==> config.mk <==
export PLATFORM = sky130hd
export DESIGN_NAME = mem_bus_ctrl
export DESIGN_NICKNAME = d
export VERILOG_FILES = /design/src/rtl/mem_bus_ctrl.sv
export SDC_FILE = /design/constraint.sdc
export NUM_CORES = 1
export LEC_CHECK = 0
export BUFFER_PORTS_ARGS = -buffer_cell sky130_fd_sc_hd__clkbuf_2
export CAP_MARGIN = 10
export CORE_AREA = 2 2 164 166
export DETAILED_ROUTE_END_ITERATION = 12
export DIE_AREA = 0 0 166 168
export PLACE_DENSITY = 0.63
export SLEW_MARGIN = 15
export SYNTH_ARGS = -nofsm -noshare
export SYNTH_HDL_FRONTEND = slang
export SYNTH_SLANG_ARGS = --single-unit
==> constraint.sdc <==
create_clock -name clk -period 3.6 [get_ports clk]
set_clock_uncertainty 0.15 [all_clocks]
set_input_delay 0.18 -clock clk [delete_from_list [all_inputs] [get_ports clk]]
set_output_delay 0.18 -clock clk [all_outputs]
set_load 0.1 [all_outputs]
==> src/rtl/mem_bus_ctrl.sv <==
// Memory-bus controller: decodes cpu data accesses into a wait-stated synchronous
// ram region and a bank of memory-mapped I/O registers, completing each with ready/err.
module mem_bus_ctrl #(
    parameter int                DATA_W   = 32,
    parameter int                ADDR_W   = 12,
    parameter int                RAM_WAIT = 1,
    parameter int                IO_PORTS = 4,
    parameter logic [ADDR_W-1:0] IO_BASE  = 12'hF00
) (
    input  logic                         clk,
    input  logic                         reset,
    input  logic [ADDR_W-1:0]            cpu_addr,
    input  logic [DATA_W-1:0]            cpu_wdata,
    input  logic                         cpu_rd,
    input  logic                         cpu_wr,
    output logic [DATA_W-1:0]            cpu_rdata,
    output logic                         cpu_ready,
    output logic                         cpu_err,
    output logic                         busy,
    output logic [ADDR_W-1:0]            ram_addr,
    output logic [DATA_W-1:0]            ram_wdata,
    output logic                         ram_we,
    output logic                         ram_re,
    input  logic [DATA_W-1:0]            ram_rdata,
    input  logic [IO_PORTS*DATA_W-1:0]   io_in,
    output logic [IO_PORTS*DATA_W-1:0]   io_out,
    output logic [IO_PORTS-1:0]          io_strobe
);

    localparam int CNT_W = (RAM_WAIT > 0) ? $clog2(RAM_WAIT + 1) : 1;

    typedef enum logic [1:0] {
        S_IDLE,
        S_RAM_ACC,
        S_RAM_WAIT,
        S_DONE
    } state_e;

    state_e                     state_q, state_d;
    logic [ADDR_W-1:0]          addr_q;
    logic [DATA_W-1:0]          wdata_q;
    logic                       wr_q;
    logic                       io_q;
    logic [CNT_W-1:0]           cnt_q;
    logic [DATA_W-1:0]          rdata_q;
    logic [IO_PORTS*DATA_W-1:0] io_out_q;

    logic                       accept;
    logic [ADDR_W-1:0]          io_idx;
    logic                       io_hit;
    logic [DATA_W-1:0]          io_rd_val;
    logic [DATA_W-1:0]          done_rdata;

    assign accept = (state_q == S_IDLE) && (cpu_rd || cpu_wr);
    assign io_idx = addr_q - IO_BASE;
    assign io_hit = io_q && (io_idx < ADDR_W'(IO_PORTS));

    // NOTE: sequential state uses non-blocking assignments so every register
    // samples the pre-edge values, independent of statement order.
    always_ff @(posedge clk or negedge reset) begin
        // NOTE: the I/O register bank is reset along with the control state,
        // since software may observe io_out straight after reset.
        if (!reset) begin
            state_q  <= S_IDLE;
            addr_q   <= '0;
            wdata_q  <= '0;
            wr_q     <= 1'b0;
            io_q     <= 1'b0;
            cnt_q    <= '0;
            rdata_q  <= '0;
            io_out_q <= '0;
        end else begin
            state_q <= state_d;
            if (accept) begin
                addr_q  <= cpu_addr;
                wdata_q <= cpu_wdata;
                wr_q    <= cpu_wr;          // write wins over a simultaneous read
                io_q    <= (cpu_addr >= IO_BASE);
            end
            if (state_q == S_RAM_ACC)
                cnt_q <= CNT_W'(RAM_WAIT);
            else if (state_q == S_RAM_WAIT)
                cnt_q <= cnt_q - CNT_W'(1);
            if (state_q == S_DONE && !wr_q)
                rdata_q <= done_rdata;
            for (int k = 0; k < IO_PORTS; k++) begin
                if (io_strobe[k])
                    io_out_q[k*DATA_W +: DATA_W] <= wdata_q;
            end
        end
    end

    always_comb begin
        // NOTE: default assignment first keeps this block free of inferred latches.
        state_d = state_q;
        unique case (state_q)
            S_IDLE:     if (accept) state_d = (cpu_addr >= IO_BASE) ? S_DONE : S_RAM_ACC;
            S_RAM_ACC:  state_d = (RAM_WAIT > 0) ? S_RAM_WAIT : S_DONE;
            S_RAM_WAIT: if (cnt_q <= CNT_W'(1)) state_d = S_DONE;
            S_DONE:     state_d = S_IDLE;
            default:    state_d = S_IDLE;
        endcase
    end

    always_comb begin
        io_rd_val = '0;
        for (int k = 0; k < IO_PORTS; k++) begin
            if (io_idx == ADDR_W'(k))
                io_rd_val = io_in[k*DATA_W +: DATA_W];
        end
        if (io_q)
            done_rdata = io_hit ? io_rd_val : '0;
        else
            done_rdata = ram_rdata;

        busy      = (state_q != S_IDLE);
        ram_we    = (state_q == S_RAM_ACC) &&  wr_q;
        ram_re    = (state_q == S_RAM_ACC) && !wr_q;
        cpu_ready = (state_q == S_DONE);
        cpu_err   = (state_q == S_DONE) && io_q && !io_hit;
        // Read data is presented live in the completion cycle, then held.
        cpu_rdata = (state_q == S_DONE && !wr_q) ? done_rdata : rdata_q;
        ram_addr  = addr_q;
        ram_wdata = wdata_q;
        io_out    = io_out_q;
        io_strobe = '0;
        for (int k = 0; k < IO_PORTS; k++) begin
            io_strobe[k] = (state_q == S_DONE) && wr_q && io_hit && (io_idx == ADDR_W'(k));
        end
    end

endmodule

==> out/qor.yml, run 1 <==
clkSinkCount: 208
synth.distinct_cells: 32
max_slew_margin_pct: 42.75
final_util_pct: 54.14
grt_max_degree: 105
start_kind: "register"
synth_fp_nets: 922
yosysWarnings: 0
htreeDepth: 1
vias: 7757
pre_cts_slack_ns: 0.6994
fillCellCount: 2235
hold_viol: 0
finalSetupViolCount: 0
status: "complete, no violations"
rsz0062_at_grt: "no"
numPortBuffers: 420
wl_per_cell_um: 20.49
setup_slack_ns: 0.4566
async_flop_share_pct: 100.0
synth_area_um2: 9973
syn2layout_area_growth_pct: 43.04
crit_arrival_ns: 2.81
synth_area_leaders: "dfrtp_1 (52%), mux2_4 (18%), mux2_2 (6.2%)"
cp.required_ns: 3.27
die_h_um: 168
synth_area_per_cell_um2: 14.05
layout.nets: 1379
grt.total_usage_pct: 22.06
antenna_left: 0
post_cts_resized: 0
power_leakage_nw: 7.555
fmax_mhz: 318.1
drive_gt1_share_pct: 55.87
hold_buffers: 55
hold_path.class: "in -> reg"
drc: 0
start_util_pct: 37.85
synthFlopType: "dfrtp_1"
grt_pass1_wl_um: 48540
instances_no_fill: 1528
die_w_um: 166
regArea_um2: 5210
tightestPinTransition_ns: 0.8523
hpwl_um: 22410
min_period_ns: 3.143
cts_buffer_depth: 3
place_congestion: 0.8464
drt-total-wl_um: 31310
path_class: "reg -> out"
drv_slew: 0
cts_tree: "yes"
period_share_pct: 87.32
clk_latency_ns: 0.52
post-place-cells: 1427
floorplan.die_area_um2: 27890
fin_area_um2: 14270
drt_iter0_drc: 298
num_rows: 60
worst_hold_slack_ns: 0.01233
root_buffer: "clkbuf_16"
post_drt_via_cell_ratio: 5.077
core_um2: 26350
ys_ff_latch: 208
drt-pass1-iter-count: 4
drv_cap: 0
cp_max_fo: 32
postCtsSetupRepairBufs: 0
end_kind: "output port"
multi_input_area_um2: 4431
yosysTopAreaCellShare_pct: 52.19
placedInstanceArea_um2: 12840
ir_drop_mv: 0.6776
overflow: 0
synth_cells: 710
powerDensity_nw_per_um2: 970.8
antenna_found_initial: 4
io_pins: 421
cts_buffers: 24
synth_top_cell_by_area: "dfrtp_1"
path_clk_slew_ns: 0.06
yosysSeqAreaShare_pct: 52.19
synth-edff-count: 0
grt_pass1_vias: 8125
[power breakdown]
group / total [mW] / switching (mW) / internal [mW] / leakage [nW]
Clock: 2.65 / 0.990 / 1.66 / 0.424
Sequential: 3.28 / 0.483 / 2.80 / 2.75
Combinational: 7.91 / 5.69 / 2.23 / 4.38
Total: 13.8 / 7.16 / 6.69 / 7.56
[per-layer routing]
| metal | up-vias | GRT usage [%] | share of wire [%] |
|---|---|---|---|
| met5 | - | 0 | 0 |
| met4 | 0 | 7.070 | 2.7 |
| met3 | 56 | 5.266 | 7.1 |
| met2 | 328 | 38.91 | 51 |
| met1 | 3798 | 26.67 | 40 |
| li1 | 3575 | - | - |
[layout make-up]
type / count / share of cell area [%]
clock inverter: 13 / 1.473
antenna: 4 / 0.07016
multi-input combinational: 436 / 31.06
clock buffer: 29 / 4.622
inverter: 4 / 0.1052
timing repair buffer: 493 / 23.16
sequential: 208 / 36.52
tap: 341 / 2.991
[sequential cells by signal (all words and copies together), names as in the netlist]
register,count
state_q,2
ram_addr,12
rdata_q,32
ram_wdata,32
io_q,1
io_out,128
wr_q,1
[kinds of logic after synthesis]
kind of cell	count (synthesis)	synth area share, %
compound gates	132	7.891
flops	208	52.19
mux	206	27.29
simple gates	94	8.632
buf+inv	66	3.500
fa+ha+maj	4	0.5018
[cells in the mapped netlist, drive strengths merged (5+ instances only)]
master and instances:
a21oi 33, buf 20, clkbuf 42, dfrtp 208, mux2 173, mux2i 33
nand2 6, nand4 5, nor2 5, nor4b 34, nor4bb 32, o21ai 65
o22a 32
[path summary, 6_finish.rpt]
path | depth (start not counted) | end | slack (ns) | from
setup / recovery | 5 | cpu_rdata[10] | 0.46 | ram_addr[5]
hold / removal | 4 | rdata_q[27] | 0.01 | ram_rdata[27]
setup reg to reg | 4 | io_out[98] | 0.76 | ram_addr[5]
hold reg to reg | 1 | io_out[33] | 0.36 | io_out[33]
max in group asynchronous | 3 | ram_addr[1] | 2.11 | reset
min in group asynchronous | 2 | ram_wdata[15] | 0.15 | reset
[layout by cell type (no fill, tap or decap), types with 5 or more instances in the layout]
| master | synthesis | final |
|---|---|---|
| clkbuf_2 | 0 | 386 |
| dfrtp_1 | 208 | 206 |
| mux2_4 | 118 | 118 |
| mux2_2 | 55 | 55 |
| dlygate4sd3_1 | 0 | 55 |
| nor4b_1 | 34 | 34 |
| buf_12 | 0 | 34 |
| mux2i_1 | 33 | 33 |
| a21oi_1 | 33 | 33 |
| o21ai_0 | 64 | 32 |
| o22a_1 | 32 | 32 |
| nor4bb_1 | 32 | 32 |
| o21ai_1 | 1 | 32 |
| clkbuf_16 | 0 | 24 |
| buf_4 | 1 | 17 |
| nand2_1 | 6 | 6 |
| nor2_1 | 5 | 5 |
| bufinv_16 | 0 | 5 |
| clkbuf_8 | 0 | 5 |
[critical path, cell delays in order (launching register included)]
cell,delay [ns]
dfrtp_1,0.43
nor4_4,0.79
nand4_1,0.17
buf_4,0.29
o21ai_1,0.37
buf_12,0.23
[through the flow]
stage                     TNS, ns  power (mW)
after floorplan            -17.75       8.908
after global placement          0       11.19
after detailed placement        0       11.22
after CTS                       0       13.98
after global routing            0       14.39
final                           0       13.85
(Power assumes the default switching activity.)
==> inputs of run 2 (changes only) <==
--- a/config.mk
+++ b/config.mk
@@ -7,10 +7,10 @@
 export LEC_CHECK = 0
 export BUFFER_PORTS_ARGS = -buffer_cell sky130_fd_sc_hd__clkbuf_2
 export CAP_MARGIN = 10
-export CORE_AREA = 2 2 164 166
+export CORE_AREA = 2 2 163 165
 export DETAILED_ROUTE_END_ITERATION = 12
-export DIE_AREA = 0 0 166 168
-export PLACE_DENSITY = 0.63
+export DIE_AREA = 0 0 165 167
+export PLACE_DENSITY = 0.74
 export SLEW_MARGIN = 15
 export SYNTH_ARGS = -nofsm -noshare
 export SYNTH_HDL_FRONTEND = slang
==> constraint.sdc (replaced) <==
create_clock -name clk -period 2.6 [get_ports clk]
set_clock_uncertainty 0.15 [all_clocks]
set_input_delay 0.13 -clock clk [delete_from_list [all_inputs] [get_ports clk]]
set_output_delay 0.13 -clock clk [all_outputs]
set_load 0.1 [all_outputs]
==> run 2 against run 1 <==
  * Worst setup slack got worse by 0.43 ns
  * Clock power increased by 34%
  * Non-clock buffer count increased by 43
  * Final area increased by 8.3%
  * Register-to-register slack got worse by 0.59 ns
  * Combinational power increased by 57%
  * Wire length increased by 7.6%
  * Sequential power increased by 43%
  * Worst hold slack got worse by 0.0037 ns
  * Global-route usage increased by 1.7 points
==> out/qor.yml, run 2 (same netlist as run 1, synthesis figures left out) <==
status: "complete, no violations"
die_w_um: 165
io_pins: 421
crit_arrival_ns: 2.29
cts_buffer_depth: 3
critPathBufInv: 3
drv_cap: 0
drt_iter0_drc: 563
cts_tree: "yes"
start_util_pct: 38.71
crit_chain: "buf_4 > bufbuf_16 > nor4b_1 > o22a_1 > o21ai_4 > buf_12"
intPower_mw: 10.01
slowest_stage: "dfrtp_2"
multi_input_area_um2: 4901
floorplan.die_area_um2: 27560
clkSinkCount: 208
fin_area_um2: 15440
min_path_cells: 4
setup_slack_ns: 0.02801
reg2reg_depth: 6
grt_pass1_vias: 8721
grt.total_usage_pct: 23.80
cts_buffers: 23
fmax_mhz: 388.8
mostFrequentLayoutCells: "clkbuf_2 (382), dfrtp_1 (195), mux2_4 (118)"
end_kind: "output port"
cp_max_fo: 17
drt-total-wl_um: 33680
max_slew_margin_pct: 58.90
die_h_um: 167
core_um2: 25760
start_kind: "register"
placedInstanceArea_um2: 13500
numPortBuffers: 420
hold_viol: 0
clk_latency_ns: 0.51
layout.nets: 1421
place_congestion: 0.8904
largest_reg_flops: 128
p_switching_mw: 10.61
pre_cts_slack_ns: 0.3723
ir_drop_mv: 1.578
hpwl_um: 21790
tightestPinTransition_ns: 0.6142
period_share_pct: 98.92
setup-tns-final_ns: 0
final_common_cell: "clkbuf_2"
grt_max_degree: 99
syn2layout_area_growth_pct: 54.86
antenna_left: 0
pwr-share-clk_pct: 17.2
power_frac_comb_pct: 60.1
drv_slew: 0
min_period_ns: 2.572
final_util_pct: 59.95
powerDensity_nw_per_um2: 1336
wl_per_cell_um: 21.57
post_drt_via_cell_ratio: 5.229
vias: 8162
drt-pass1-iter-count: 5
num_rows: 59
pwr-share-seq_pct: 22.7
drive_gt1_share_pct: 61.09
swShare_pct: 51.46
path_class: "reg -> out"
fillCellCount: 1947
antenna_found_initial: 0
drc: 0
critPathMaxStageDelay_ns: 0.44
path_clk_slew_ns: 0.06
finalSetupViolCount: 0
overflow: 0
htreeDepth: 1
cp_top_family: "buffers and inverters"
regArea_um2: 5234
path_depth: 6
power_leakage_nw: 7.973
cp.required_ns: 2.32
hold_path.class: "in -> reg"
rsz0062_at_grt: "yes"
root_buffer: "clkbuf_16"
grt_pass1_wl_um: 51130
antenna_cells: 0
[run 2: layout make-up]
class / count / area share [%]
sequential: 208 / 33.89
multi-input combinational: 436 / 31.73
timing repair buffer: 536 / 26.16
clock buffer: 29 / 4.196
tap: 335 / 2.714
clock inverter: 13 / 1.191
inverter: 4 / 0.1215
[run 2: worst min-delay path: stages]
cell and delay [ns]:
clkbuf_2 0.08, o21ai_0 0.14, o22a_1 0.20, o21ai_4 0.07
[run 2: layer usage]
layer | vias to the layer above | part of all wire, % | GRT usage [%] | routed length (µm)
li1 | 3646 | - | - | -
met1 | 4068 | 39 | 29.02 | 13220
met2 | 352 | 50 | 40.71 | 16870
met3 | 96 | 6.0 | 4.608 | 2033
met4 | 0 | 4.6 | 10.25 | 1552
met5 | - | 0 | 0 | 0
[run 2: stage by stage]
step                      power (mW)  hold WS, ns  cells
after detailed placement       16.31     -0.02340   1425
final                          20.63     0.008664   1561
after floorplan                13.00      -0.3156    710
after global placement         16.18     -0.02898   1425
after global routing           21.33     0.005596   1561
after CTS                      20.47     0.002912   1559
[run 2: worst paths after layout]
path                        startpoint             to  slack (ns)
max                        ram_addr[3]  cpu_rdata[22]        0.03
min in group asynchronous        reset     rdata_q[2]        0.52
max in group asynchronous        reset   ram_wdata[2]        0.96
min reg2reg                io_out[127]    io_out[127]        0.36
max reg2reg                ram_addr[3]     rdata_q[0]        0.17
min                          io_in[56]    rdata_q[24]       0.009
[run 2: power groups by stage]
stage / clock (mW) / sequential (mW) / combinational (mW)
global route: 3.73 / 4.77 / 12.8
detailed placement: 0 / 4.70 / 11.6
CTS: 3.60 / 4.65 / 12.2
floorplan: 0 / 7.00 / 6.00
finish: 3.55 / 4.68 / 12.4
global placement: 0 / 4.65 / 11.5
[run 2: what timing repair did]
action | CTS | global route
endpoints found under the setup margin | 33 | 56
cloned | 4 | 2
hold buffers | 71 | 0
pin swaps | 6 | 8
resized for setup | 13 | 10
hold endpoints to repair | 272 | 0
buffers inserted | 17 | 1
